==> config.mk <==
export PLATFORM = sky130hd
export DESIGN_NAME = mips_regfile_param
export DESIGN_NICKNAME = d
export VERILOG_FILES = /design/src/rtl/mips_regfile_param.sv
export SDC_FILE = /design/constraint.sdc
export NUM_CORES = 1
export LEC_CHECK = 0
export CAP_MARGIN = 15
export CORE_MARGIN = 5
export CORE_UTILIZATION = 35
export CTS_CLUSTER_DIAMETER = 100
export DETAILED_ROUTE_END_ITERATION = 7
export PLACE_DENSITY = 0.59
export SYNTH_ARGS = -nofsm -noshare
export SYNTH_HDL_FRONTEND = slang
export SYNTH_SLANG_ARGS = --single-unit
export TNS_END_PERCENT = 50
==> constraint.sdc <==
create_clock -name clk_i -period 5.5 [get_ports clk_i]
set_clock_uncertainty 0.1 [all_clocks]
set_input_delay 1.65 -clock clk_i [delete_from_list [all_inputs] [get_ports clk_i]]
set_output_delay 1.65 -clock clk_i [all_outputs]
set_load 0.005 [all_outputs]
==> src/rtl/mips_regfile_param.sv <==
// Parametrised register file for the mini MIPS datapath.
//
// Two combinational read ports, one synchronous write port, an optional hardwired-zero
// register 0, an optional write-to-read bypass and a sequential clear engine that zeroes
// the whole file one register per cycle.
//
// Ports:
//   clk_i              clock, all state updates on the rising edge
//   rst_i              synchronous active-high reset
//   signal_reg_write_i write enable
//   write_reg_i        write address
//   write_data_i       write data
//   read_reg_1_i       read port 1 address
//   read_reg_2_i       read port 2 address
//   read_data_1_o      read port 1 data (combinational)
//   read_data_2_o      read port 2 data (combinational)
//   clear_req_i        start a full-file clear sweep (honoured only when idle)
//   clear_busy_o       high while the sweep is in progress
//   clear_done_o       one-cycle pulse after the last register is cleared
module mips_regfile_param #(
  parameter int unsigned DATA_W   = 32,
  parameter int unsigned ADDR_W   = 3,
  parameter bit          ZERO_REG = 1'b0,
  parameter bit          BYPASS   = 1'b1
) (
  input  logic              clk_i,
  input  logic              rst_i,
  input  logic              signal_reg_write_i,
  input  logic [ADDR_W-1:0] write_reg_i,
  input  logic [DATA_W-1:0] write_data_i,
  input  logic [ADDR_W-1:0] read_reg_1_i,
  input  logic [ADDR_W-1:0] read_reg_2_i,
  output logic [DATA_W-1:0] read_data_1_o,
  output logic [DATA_W-1:0] read_data_2_o,
  input  logic              clear_req_i,
  output logic              clear_busy_o,
  output logic              clear_done_o
);

  localparam int unsigned Depth = 2 ** ADDR_W;
  // Terminal pointer value DEPTH-1; the extra MSB keeps it unambiguous.
  localparam logic [ADDR_W:0] LastPtr = {1'b0, {ADDR_W{1'b1}}};

  typedef enum logic [1:0] {StIdle, StSweep, StDone} state_e;

  state_e            state_q, state_d;
  logic [ADDR_W:0]   ptr_q, ptr_d;
  logic [DATA_W-1:0] regs_q [Depth];

  logic write_en;
  logic write_keep;

  assign clear_busy_o = (state_q == StSweep);
  assign clear_done_o = (state_q == StDone);

  // Writes are dropped (not stalled) while the sweep owns the array.
  assign write_en   = signal_reg_write_i && !clear_busy_o;
  assign write_keep = write_en && !(ZERO_REG && (write_reg_i == '0));

  always_comb begin
    state_d = state_q;
    ptr_d   = ptr_q;
    unique case (state_q)
      StIdle: begin
        if (clear_req_i) begin
          state_d = StSweep;
          ptr_d   = '0;
        end
      end
      StSweep: begin
        ptr_d = ptr_q + 1'b1;
        if (ptr_q == LastPtr) begin
          state_d = StDone;
        end
      end
      StDone: begin
        state_d = StIdle;
      end
      default: begin
        state_d = StIdle;
      end
    endcase
  end

  always_ff @(posedge clk_i) begin
    if (rst_i) begin
      state_q <= StIdle;
      ptr_q   <= '0;
    end else begin
      state_q <= state_d;
      ptr_q   <= ptr_d;
    end
  end

  always_ff @(posedge clk_i) begin
    if (rst_i) begin
      for (int i = 0; i < Depth; i++) begin
        regs_q[i] <= '0;
      end
    end else begin
      if (write_keep) begin
        regs_q[write_reg_i] <= write_data_i;
      end
      if (clear_busy_o) begin
        regs_q[ptr_q[ADDR_W-1:0]] <= '0;
      end
    end
  end

  // Zero-register override has the last word over the bypass.
  always_comb begin
    read_data_1_o = regs_q[read_reg_1_i];
    if (BYPASS && write_en && (write_reg_i == read_reg_1_i)) begin
      read_data_1_o = write_data_i;
    end
    if (ZERO_REG && (read_reg_1_i == '0)) begin
      read_data_1_o = '0;
    end
  end

  always_comb begin
    read_data_2_o = regs_q[read_reg_2_i];
    if (BYPASS && write_en && (write_reg_i == read_reg_2_i)) begin
      read_data_2_o = write_data_i;
    end
    if (ZERO_REG && (read_reg_2_i == '0)) begin
      read_data_2_o = '0;
    end
  end

endmodule
==> flow_metrics.env <==
export IMPL_syn_num_nets=991
export IMPL_antenna_found_initial=0
export IMPL_fin_tns_setup_ps=0
export IMPL_setup_viol=0
export IMPL_arrival_ps=3690
export IMPL_tightestPinTransition_ps=934
export IMPL_nNetsFinal=1112
export IMPL_syn_inst=945
export IMPL_avgSynthCellArea_um2=15.6
export IMPL_hold_viol=0
export IMPL_p_leak_uw=0.00659
export IMPL_gp_congestion=0.740
export IMPL_cts_tree="built"
export IMPL_crit_path_start_kind="primary input"
export IMPL_min_path_type="register to register"
export IMPL_maxSlewHeadroom=0.377
export IMPL_slew_violations=0
export IMPL_clk_latency_ps=530
export IMPL_vias=8958
export IMPL_clock_tree_buffer_depth=3
export IMPL_synth_seq_cells=262
export IMPL_cts_hold_buf=0
export IMPL_endpoint_kind="primary output"
export IMPL_floorplan_rows=75
export IMPL_pin_count=111
export IMPL_drc=0
export IMPL_core_area_mm2=0.0419
export IMPL_instances_no_fill=1621
export IMPL_synth_top_area_share=0.521
export IMPL_yosysSeqAreaShare=0.530
export IMPL_die_area_mm2=0.0463
export IMPL_die_w_um=215
export IMPL_initial_core_util=0.352
export IMPL_min_period_over_period=0.989
export IMPL_rsz0062_at_grt="no"
export IMPL_synth_distinct_cells=32
export IMPL_crit_type="primary input to primary output"
export IMPL_ant_nets=0
export IMPL_fin_crit_ps=5440
export IMPL_outcome="complete, no violations"
export IMPL_vdd_drop_max_v=0.000196
export IMPL_clkSlewWorstSetupHoldPaths_ps=60
export IMPL_numPortBuffers=110
export IMPL_cts_root_buf="clkbuf_16"
export IMPL_worstHoldStart="ptr_q[3]$_SDFFE_PP0P_"
export IMPL_post_place_ws_ps=-69.7
export IMPL_required_ps=3750
export IMPL_dr_pass1_iters=5
export IMPL_p_per_area_mw_per_mm2=285
export IMPL_cts_sinks=262
export IMPL_cts_max_level=1
export IMPL_grt_pass1_wl_um=61600
export IMPL_n_fill_cell=3766
export IMPL_fmax_mhz=184
export IMPL_timing_hold_ws_ps=399
export IMPL_place_hpwl_um=25200
export IMPL_synth_warnings=0
export IMPL_antenna_cells=0
export IMPL_first_global_vias=9547
export IMPL_grt_max_degree=33
export IMPL_gr_total_overflow=0
export IMPL_cap_violations=0
export IMPL_syn_cell_area_mm2=0.0147
export IMPL_synthTopCellsByArea="edfxtp_1 52%, mux4_1 14%, mux2_2 9.9%"
export IMPL_wl_per_cell_um=25.5
export IMPL_wl_um=41400
export IMPL_drtIter0Drc=672
export IMPL_drive_above_1_share=0.278
export IMPL_setup_ws_ps=59.5
export IMPL_vias_per_cell=5.53
export IMPL_path_max_fanout=16
export IMPL_numCtsBuffers=27
export IMPL_dp_cells=1573
export IMPL_syn_to_final_growth_pct=18.7
export IMPL_grt_util_all_layers=0.174
export IMPL_die_height_um=215
export IMPL_rr_startpoint="state_q[1]$_SDFFE_PP0P_"
export IMPL_yosys_area_top_type="edfxtp_1"
export IMPL_cp_startpoint="read_reg_1_i[0]"
export IMPL_fin_util=0.418
routing by layer:
metal  vias up  part of all wire  track usage
met5         -                 0            0
met1      4674              0.43        0.241
met4         0             0.016       0.0346
met3        42             0.058       0.0222
met2       318              0.50        0.299
li1       3924                 -            -
stage by stage:
step                power [uW]  cell area (um2)
floorplan                 2810            14700
global placement          3160            16600
detailed placement        3170            16600
CTS                       5050            17500
global route              5160            17500
finish                    5000            17500
report_power, final:
| part | leakage (uW) | internal, uW | switching [uW] |
|---|---|---|---|
| clock network | 0.000433 | 1120 | 749 |
| logic | 0.00344 | 423 | 368 |
| registers | 0.00271 | 2290 | 43.2 |
| total | 0.00659 | 3840 | 1160 |
worst max-delay path, cell delays in order:
cell and delay [ps]:
buf_6 170, buf_12 210, mux4_1 580, mux2_2 320, mux2_2 280, clkdlybuf4s50_1 460
synth_stat cells (all sizes together):
master  instances
clkbuf         11
o21bai          1
mux4          128
o21ai           2
nand3           1
mux2          131
nor2b           2
a21oi           1
ha              1
nand2          37
xor2            6
a211oi          1
or3b            2
a22oi           3
buf            63
nor2          264
edfxtp        256
dfxtp           6
mux2i           3
nand3b          9
nand2b         14
nor4            2
nor3            1
final cells by class:
class / count / area, um2 / area share
Clock inverter: 14 / 194 / 0.0111
Timing Repair Buffer: 166 / 1790 / 0.102
Clock buffer: 31 / 691 / 0.0395
Tap cell: 539 / 674 / 0.0385
Sequential cell: 262 / 7810 / 0.446
Multi-Input combinational cell: 609 / 6340 / 0.362
kinds of logic (layout without fill, tap and decap cells):
logic type | after synthesis | count (layout) | synth area share
simple gates | 332 | 332 | 0.101
mux | 262 | 262 | 0.321
flops | 262 | 262 | 0.530
buf+inv | 74 | 211 | 0.0406
compound gates | 8 | 8 | 0.00407
xor+xnor | 6 | 6 | 0.00356
fa+ha+maj | 1 | 1 | 0.000849
timing repair:
item	4_1_cts	5_1_grt
setup buffers	2	0
endpoints found under the setup margin	64	0
gates resized for setup	8	0
worst paths after layout:
check	slack, ps	depth (start not counted)	to
setup / recovery	60	6	read_data_1_o[2]
hold / removal	400	1	state_q[1]$_SDFFE_PP0P_
setup reg to reg	2520	5	regs_q[2][4]$_SDFFCE_PN0P_
hold reg to reg	400	1	state_q[1]$_SDFFE_PP0P_
cell usage in the layout (no fill, tap or decap), drive strengths merged:
| cell | count |
|---|---|
| a211oi | 1 |
| a21oi | 1 |
| a22oi | 3 |
| buf | 61 |
| bufbuf | 1 |
| bufinv | 5 |
| clkbuf | 31 |
| clkdlybuf4s50 | 100 |
| clkinv | 8 |
| clkinvlp | 1 |
| dfxtp | 6 |
| dlygate4sd2 | 4 |
| edfxtp | 256 |
| ha | 1 |
| mux2 | 131 |
| mux2i | 3 |
| mux4 | 128 |
| nand2 | 37 |
| nand2b | 14 |
| nand3 | 1 |
| nand3b | 9 |
| nor2 | 264 |
| nor2b | 2 |
| nor3 | 1 |
| nor4 | 2 |
| o21ai | 2 |
| o21bai | 1 |
| or3b | 2 |
| xor2 | 6 |
flip-flops by register name, summed over array words and instances (netlist names):
| signal | flops |
|---|---|
| regs_q | 256 |
| ptr_q | 4 |
| state_q | 2 |
Power figures use the tool's default switching activity.
